$ cat config.mk
export PLATFORM = sky130hd
export DESIGN_NAME = fetch_ctrl_flat
export DESIGN_NICKNAME = d
export VERILOG_FILES = /design/src/rtl/fetch_ctrl_if.sv /design/src/rtl/fetch_ctrl.sv /design/src/flat_wrapper.sv
export SDC_FILE = /design/constraint.sdc
export NUM_CORES = 1
export LEC_CHECK = 0
export CAP_MARGIN = 20
export CORE_ASPECT_RATIO = 0.7
export CORE_UTILIZATION = 34
export DETAILED_ROUTE_END_ITERATION = 10
export GPL_TIMING_DRIVEN = 0
export PLACE_DENSITY = 0.88
export SLEW_MARGIN = 20
export SYNTH_ARGS = -nofsm -noshare
export SYNTH_HDL_FRONTEND = slang
export SYNTH_SLANG_ARGS = --single-unit
$ cat constraint.sdc
create_clock -name clk -period 2 [get_ports clk]
set_clock_uncertainty 0.1 [all_clocks]
set_input_delay 0.4 -clock clk [delete_from_list [all_inputs] [get_ports clk]]
set_output_delay 0.4 -clock clk [all_outputs]
set_load 0.03 [all_outputs]
$ cat src/rtl/fetch_ctrl_if.sv
// Fetch-stage sequencer bus: EX redirect, stall, debug requests and the fetch outputs.
// master = core/debug side, slave = fetch_ctrl.
interface fetch_ctrl_if #(
    parameter int unsigned PC_W = 12
);
    localparam int unsigned CNT_W = 32;

    logic             stall;
    logic             redirect_valid;
    logic [PC_W-1:0]  redirect_pc;
    logic             halt_req;
    logic             step_req;
    logic             resume_req;
    logic [PC_W-1:0]  pc_fetch;
    logic             ir_en;
    logic             ex_valid;
    logic             halted;
    logic [CNT_W-1:0] retired_count;
    logic [CNT_W-1:0] flush_count;

    modport master (
        output stall, redirect_valid, redirect_pc, halt_req, step_req, resume_req,
        input  pc_fetch, ir_en, ex_valid, halted, retired_count, flush_count
    );

    modport slave (
        input  stall, redirect_valid, redirect_pc, halt_req, step_req, resume_req,
        output pc_fetch, ir_en, ex_valid, halted, retired_count, flush_count
    );
endinterface

$ cat src/rtl/fetch_ctrl.sv
// Fetch-stage sequencer: PC, EX valid/bubble tagging, redirect flush, debug halt/step/resume.
// Optional retire/flush counters enabled by FETCH_CTRL_PERF_EN.
module fetch_ctrl #(
    parameter int unsigned    PC_W     = 12,
    parameter logic [PC_W-1:0] RESET_PC = '0
) (
    input logic         clk,
    input logic         rst,
    fetch_ctrl_if.slave bus
);
    localparam int unsigned CNT_W = 32;

    typedef enum logic [1:0] {
        RUN  = 2'd0,
        HALT = 2'd1,
        STEP = 2'd2
    } state_t;

    state_t          state, state_n;
    logic [PC_W-1:0] pc, pc_n;
    logic            ex_valid, ex_valid_n;
    logic            halted;
    logic            ir_en;
    logic            redir;

    // A redirect only counts when the EX instruction that raised it is real.
    assign redir = bus.redirect_valid & ex_valid;

    always_ff @(posedge clk or posedge rst) begin
        if (rst) begin
            state    <= RUN;
            pc       <= RESET_PC;
            ex_valid <= 1'b0;
            halted   <= 1'b0;
        end else begin
            state    <= state_n;
            pc       <= pc_n;
            ex_valid <= ex_valid_n;
            halted   <= (state_n != RUN);
        end
    end

    always_comb begin
        state_n    = state;
        pc_n       = pc;
        ex_valid_n = ex_valid;
        ir_en      = 1'b0;
        unique case (state)
            RUN: begin
                if (redir) begin
                    pc_n       = bus.redirect_pc;
                    ir_en      = 1'b1;
                    ex_valid_n = 1'b0;
                    if (bus.halt_req) state_n = HALT;
                end else if (bus.halt_req) begin
                    ex_valid_n = 1'b0;
                    state_n    = HALT;
                end else if (!bus.stall) begin
                    ir_en      = 1'b1;
                    pc_n       = pc + PC_W'(1);
                    ex_valid_n = 1'b1;
                end
            end
            HALT: begin
                ex_valid_n = 1'b0;
                if (redir) pc_n = bus.redirect_pc;
                if (bus.resume_req) begin
                    state_n = RUN;
                end else if (bus.step_req && !redir && !bus.stall) begin
                    state_n = STEP;
                end
            end
            STEP: begin
                ir_en      = 1'b1;
                pc_n       = pc + PC_W'(1);
                ex_valid_n = 1'b1;
                state_n    = HALT;
            end
            default: begin
                state_n    = RUN;
                ex_valid_n = 1'b0;
            end
        endcase
    end

    assign bus.pc_fetch = pc;
    assign bus.ir_en    = ir_en;
    assign bus.ex_valid = ex_valid;
    assign bus.halted   = halted;

`ifdef FETCH_CTRL_PERF_EN
    logic [CNT_W-1:0] retired_q, flush_q;

    // Retire when the EX instruction leaves: not stalled, or killed-and-redirected.
    always_ff @(posedge clk or posedge rst) begin
        if (rst) begin
            retired_q <= '0;
            flush_q   <= '0;
        end else begin
            if (ex_valid && (!bus.stall || redir)) retired_q <= retired_q + CNT_W'(1);
            if (redir)                             flush_q   <= flush_q + CNT_W'(1);
        end
    end

    assign bus.retired_count = retired_q;
    assign bus.flush_count   = flush_q;
`else
    assign bus.retired_count = CNT_W'(0);
    assign bus.flush_count   = CNT_W'(0);
`endif
endmodule

$ cat src/flat_wrapper.sv
// flat-port wrapper written by rule: the top's interface ports become plain ports
module fetch_ctrl_flat 
#(
    parameter int unsigned    PC_W     = 12,
    parameter logic [PC_W-1:0] RESET_PC = '0
)
  (clk, rst, bus_stall, bus_redirect_valid, bus_redirect_pc, bus_halt_req, bus_step_req, bus_resume_req, bus_pc_fetch, bus_ir_en, bus_ex_valid, bus_halted, bus_retired_count, bus_flush_count);
  fetch_ctrl_if #(.PC_W(PC_W)) bus_i ();
  input logic clk;
  input logic rst;
  input wire logic [$bits(bus_i.stall)-1:0] bus_stall;
  input wire logic [$bits(bus_i.redirect_valid)-1:0] bus_redirect_valid;
  input wire logic [$bits(bus_i.redirect_pc)-1:0] bus_redirect_pc;
  input wire logic [$bits(bus_i.halt_req)-1:0] bus_halt_req;
  input wire logic [$bits(bus_i.step_req)-1:0] bus_step_req;
  input wire logic [$bits(bus_i.resume_req)-1:0] bus_resume_req;
  output wire logic [$bits(bus_i.pc_fetch)-1:0] bus_pc_fetch;
  output wire logic [$bits(bus_i.ir_en)-1:0] bus_ir_en;
  output wire logic [$bits(bus_i.ex_valid)-1:0] bus_ex_valid;
  output wire logic [$bits(bus_i.halted)-1:0] bus_halted;
  output wire logic [$bits(bus_i.retired_count)-1:0] bus_retired_count;
  output wire logic [$bits(bus_i.flush_count)-1:0] bus_flush_count;
  assign bus_i.stall = bus_stall;
  assign bus_i.redirect_valid = bus_redirect_valid;
  assign bus_i.redirect_pc = bus_redirect_pc;
  assign bus_i.halt_req = bus_halt_req;
  assign bus_i.step_req = bus_step_req;
  assign bus_i.resume_req = bus_resume_req;
  assign bus_pc_fetch = bus_i.pc_fetch;
  assign bus_ir_en = bus_i.ir_en;
  assign bus_ex_valid = bus_i.ex_valid;
  assign bus_halted = bus_i.halted;
  assign bus_retired_count = bus_i.retired_count;
  assign bus_flush_count = bus_i.flush_count;
  fetch_ctrl #(.PC_W(PC_W), .RESET_PC(RESET_PC)) u_core (.clk(clk), .rst(rst), .bus(bus_i));
endmodule
==> results.rst <==
.. list-table::
   :header-rows: 1

   * - Metric
     - Value
   * - Result of the run
     - finished clean
   * - Startpoint kind of the worst setup timing path
     - register
   * - Number of antenna violations at the first check in global routing
     - 0
   * - Detailed-route wire length per cell
     - 10.8 microns
   * - Vias
     - 1452
   * - Cell area reported after detailed placement
     - 2200 sq um
   * - Grt ovf
     - 0
   * - Origin of the worst min-delay path
     - u_core.bus.pc_fetch[10]
   * - Htree depth
     - 1
   * - Final period util
     - 96.5%
   * - Post-Synthesis Cell Area
     - 1570 sq um
   * - Largest fanout on the critical path
     - 7
   * - R2r setup slk
     - 0.10 ns
   * - Clock latency on the worst-skew pair
     - 0.25 ns
   * - Total iterations of the first detailed-routing run
     - 4
   * - Remaining number of nets flagged by the antenna check after routing
     - 0
   * - Initial detailed-routing violation count
     - 113
   * - Portion of the post-synthesis area used by sequential elements
     - 25.6%
   * - Fin. max-slew vios
     - 0
   * - Die height
     - 58.8 microns
   * - Clock Sink Count
     - 16
   * - Launch point of the worst reg-to-reg path
     - u_core.state[1]
   * - Hold-critical path depth
     - 1
   * - DRT Wirelength
     - 3700 microns
   * - Leakage
     - 0.00116 uW
   * - Boundary Pins
     - 98
   * - Per-instance average area after synthesis
     - 8.47 sq um
   * - Cells along the critical path
     - clkdlybuf4s50_1
   * - Number of global-route vias before repair
     - 1216
   * - Peak per-stage delay on the critical path
     - 0.71 ns
   * - Buffer type at the clock tree root
     - sky130_fd_sc_hd__clkbuf_8
   * - Synth Instances
     - 185
   * - Total of max-cap violations
     - 0
   * - Number of buffers added on ports
     - 33
   * - Detail-routed via count per cell
     - 4.23
   * - FF+latch count, synth
     - 16
   * - Post-DP HPWL
     - 2860 microns
   * - FF-to-FF path depth
     - 8
   * - Wire length of the first global-routing pass
     - 5660 microns
   * - Required time of the critical path
     - 1.50 ns
   * - Number of fillers in the final layout
     - 410
   * - Final design area excluding fillers
     - 2310 sq um
   * - Number of buffers inserted during clock tree synthesis
     - 3
   * - Final weighted congestion in routability-driven placement
     - 0.833
   * - Final net count
     - 314
   * - Number of hold-slack violations in the final timing report
     - 0
   * - Final-report setup violation count
     - 0
   * - Worst-path clk slew
     - 0.06 ns
   * - Pwr dens
     - 1220 nW/um^2
   * - WP buf/inv
     - 1
   * - Maximum number of pins on one net before global-route repair
     - 17
   * - Endpoint arrival time on the critical path
     - 1.43 ns
   * - Worst min-delay path class
     - reg2reg
   * - Actual slew at the worst max-slew pin
     - 0.687 ns
   * - R2R Path End
     - u_core.bus.pc_fetch[11]
   * - CTS tree
     - done
   * - Placeable core area
     - 4380 sq um
   * - Synth warnings
     - 0
   * - Type of the worst setup path
     - reg2out
   * - Kind of cell adding the most delay to the critical path
     - buffers and inverters
   * - Peak VDD IR
     - 0.617 mV
   * - CP max stage cell
     - sky130_fd_sc_hd__clkdlybuf4s50_1
   * - Core occupancy in the finished layout
     - 52.9%
   * - Filler-free cell count of the finished design
     - 343
   * - Antenna fix cells
     - 0
   * - Number of buffers between clock root and the deepest sink
     - 2
   * - Area growth from synthesis to layout
     - 47.8%
   * - Final critical-path required period
     - 1.93 ns
   * - Endpoint type of the worst setup path
     - output port
   * - Die area
     - 4890 sq um
   * - Number of cells in the design after placement
     - 336
   * - Num rows
     - 20
   * - Ratio of cells with drive above 1 in the final layout
     - 31.3%
   * - Hold Path End
     - u_core.bus.pc_fetch[10]
   * - Headroom to the max-slew limit
     - 54.2%
   * - Upper clock frequency limit
     - 0.518 GHz
   * - Count of different cell masters after synthesis
     - 38
   * - Total track usage
     - 14.7%
   * - Initial standard-cell utilization of the core
     - 35.8%
   * - DRC violations left
     - 0
   * - Chip Width
     - 83.1 microns
[state kept, by name (all words and copies together) (netlist names)]
signal,count
u_core.state,2
u_core.bus.pc_fetch,12
u_core.bus.halted,1
u_core.bus.ex_valid,1
[what timing repair did]
item / in CTS / in global routing
hold buffers: 0 / 0
buffers inserted: 2 / 2
endpoints found under the setup margin: 8 / 12
resized for setup: 8 / 7
[cell type report]
type	count	area, sq um	area share [%]
plain buffers	68	515	22.3
repair buffers	37	355	15.4
flip-flops and latches	16	400	17.3
multi-input cells	154	896	38.7
inverters	10	37.5	1.62
well taps	55	68.8	2.97
clock buffers	3	41.3	1.78
[metal layers]
metal | share of wire, % | global-route usage, % | vias up
li1 | - | - | 738
met1 | 41 | 18.5 | 632
met2 | 48 | 23.1 | 76
met3 | 8.8 | 4.49 | 6
met4 | 2.2 | 7.64 | 0
met5 | 0 | 0 | -
[worst max-delay path by stage]
stage / endpoint / cells past startpoint / slack (ns) / from
finish: bus_pc_fetch[3] / 1 / 0.07 / u_core.bus.pc_fetch[3]
global route: bus_ir_en / 5 / -0.01 / bus_redirect_valid
CTS: u_core.bus.pc_fetch[10] / 6 / 0.006 / u_core.state[1]
detailed placement: bus_ir_en / 5 / -0.42 / bus_redirect_valid
global placement: bus_ir_en / 5 / -0.41 / bus_redirect_valid
floorplan: u_core.bus.pc_fetch[5] / 8 / 0.16 / u_core.state[0]
[cells in the final DEF, fill, tap and decap left out, types with 2 or more instances in the layout]
master,count
sky130_fd_sc_hd__nor2b_1,3
sky130_fd_sc_hd__a22oi_2,2
sky130_fd_sc_hd__nand2_1,6
sky130_fd_sc_hd__clkbuf_8,3
sky130_fd_sc_hd__inv_1,9
sky130_fd_sc_hd__a21o_1,2
sky130_fd_sc_hd__nor2_1,5
sky130_fd_sc_hd__buf_6,2
sky130_fd_sc_hd__dfrtp_1,16
sky130_fd_sc_hd__nor3_1,7
sky130_fd_sc_hd__o21ai_0,11
sky130_fd_sc_hd__o22ai_1,2
sky130_fd_sc_hd__a31oi_1,2
sky130_fd_sc_hd__nor4_1,2
sky130_fd_sc_hd__ha_2,2
sky130_fd_sc_hd__clkdlybuf4s50_1,32
sky130_fd_sc_hd__conb_1,64
sky130_fd_sc_hd__nand3_1,2
sky130_fd_sc_hd__nor3_2,2
sky130_fd_sc_hd__a32oi_1,2
sky130_fd_sc_hd__buf_4,68
sky130_fd_sc_hd__nand4_1,2
sky130_fd_sc_hd__a21oi_1,6
sky130_fd_sc_hd__o2bb2ai_1,8
sky130_fd_sc_hd__a22oi_1,6
sky130_fd_sc_hd__ha_1,2
[Yosys cell counts]
cell type	count	area [sq um]
sky130_fd_sc_hd__a211oi_1	1	7.51
sky130_fd_sc_hd__a21bo_2	1	10.0
sky130_fd_sc_hd__a21o_1	2	15.0
sky130_fd_sc_hd__a21oi_1	6	30.0
sky130_fd_sc_hd__a221oi_1	1	8.76
sky130_fd_sc_hd__a22oi_1	7	52.6
sky130_fd_sc_hd__a22oi_2	1	12.5
sky130_fd_sc_hd__a311oi_1	1	8.76
sky130_fd_sc_hd__a31oi_1	2	12.5
sky130_fd_sc_hd__a32oi_1	2	17.5
sky130_fd_sc_hd__and3b_1	1	8.76
sky130_fd_sc_hd__and4_1	1	8.76
sky130_fd_sc_hd__buf_2	1	5.00
sky130_fd_sc_hd__buf_4	64	480
sky130_fd_sc_hd__buf_6	2	22.5
sky130_fd_sc_hd__clkbuf_2	1	5.00
sky130_fd_sc_hd__conb_1	1	3.75
sky130_fd_sc_hd__dfrtp_1	16	400
sky130_fd_sc_hd__ha_1	5	62.6
sky130_fd_sc_hd__inv_1	10	37.5
sky130_fd_sc_hd__mux2_2	1	11.3
sky130_fd_sc_hd__nand2_1	7	26.3
sky130_fd_sc_hd__nand3_1	2	10.0
sky130_fd_sc_hd__nand3b_1	1	7.51
sky130_fd_sc_hd__nand4_1	2	12.5
sky130_fd_sc_hd__nor2_1	6	22.5
sky130_fd_sc_hd__nor2b_1	3	18.8
sky130_fd_sc_hd__nor3_1	8	40.0
sky130_fd_sc_hd__nor3_2	1	10.0
sky130_fd_sc_hd__nor4_1	2	12.5
sky130_fd_sc_hd__o21a_1	1	7.51
sky130_fd_sc_hd__o21ai_0	11	55.1
sky130_fd_sc_hd__o21ai_1	1	5.00
sky130_fd_sc_hd__o22ai_1	2	12.5
sky130_fd_sc_hd__o2bb2ai_1	8	70.1
sky130_fd_sc_hd__o32a_1	1	10.0
sky130_fd_sc_hd__o32ai_2	1	16.3
sky130_fd_sc_hd__or2_4	1	8.76
[cells by family after synthesis]
family	count (synthesis)	synth area share (%)
AOI/OAI and AO/OA	49	22.4
adders and majority gates	5	3.99
buffers and inverters	78	35.1
DFF	16	25.6
muxes	1	0.719
other	1	0.239
and+or+nand+nor	35	11.9
[metrics by stage]
stage / setup WS (ns) / TNS [ns] / total power, uW / hold WS, ns
CTS: 0.00606 / 0 / 2730 / 0.430
detailed placement: -0.418 / -0.514 / 2420 / 0.414
global placement: -0.412 / -0.412 / 2360 / 0.410
global route: -0.0134 / -0.0134 / 3030 / 0.451
floorplan: 0.158 / 0 / 1910 / 0.214
finish: 0.0710 / 0 / 2830 / 0.427
[power by group]
part	internal [uW]	switching [uW]	total, uW
Clock	133	106	239
Sequential	455	151	606
Combinational	842	1150	1990
Total	1430	1400	2830
Note: power is estimated with default switching activity, not from simulation.
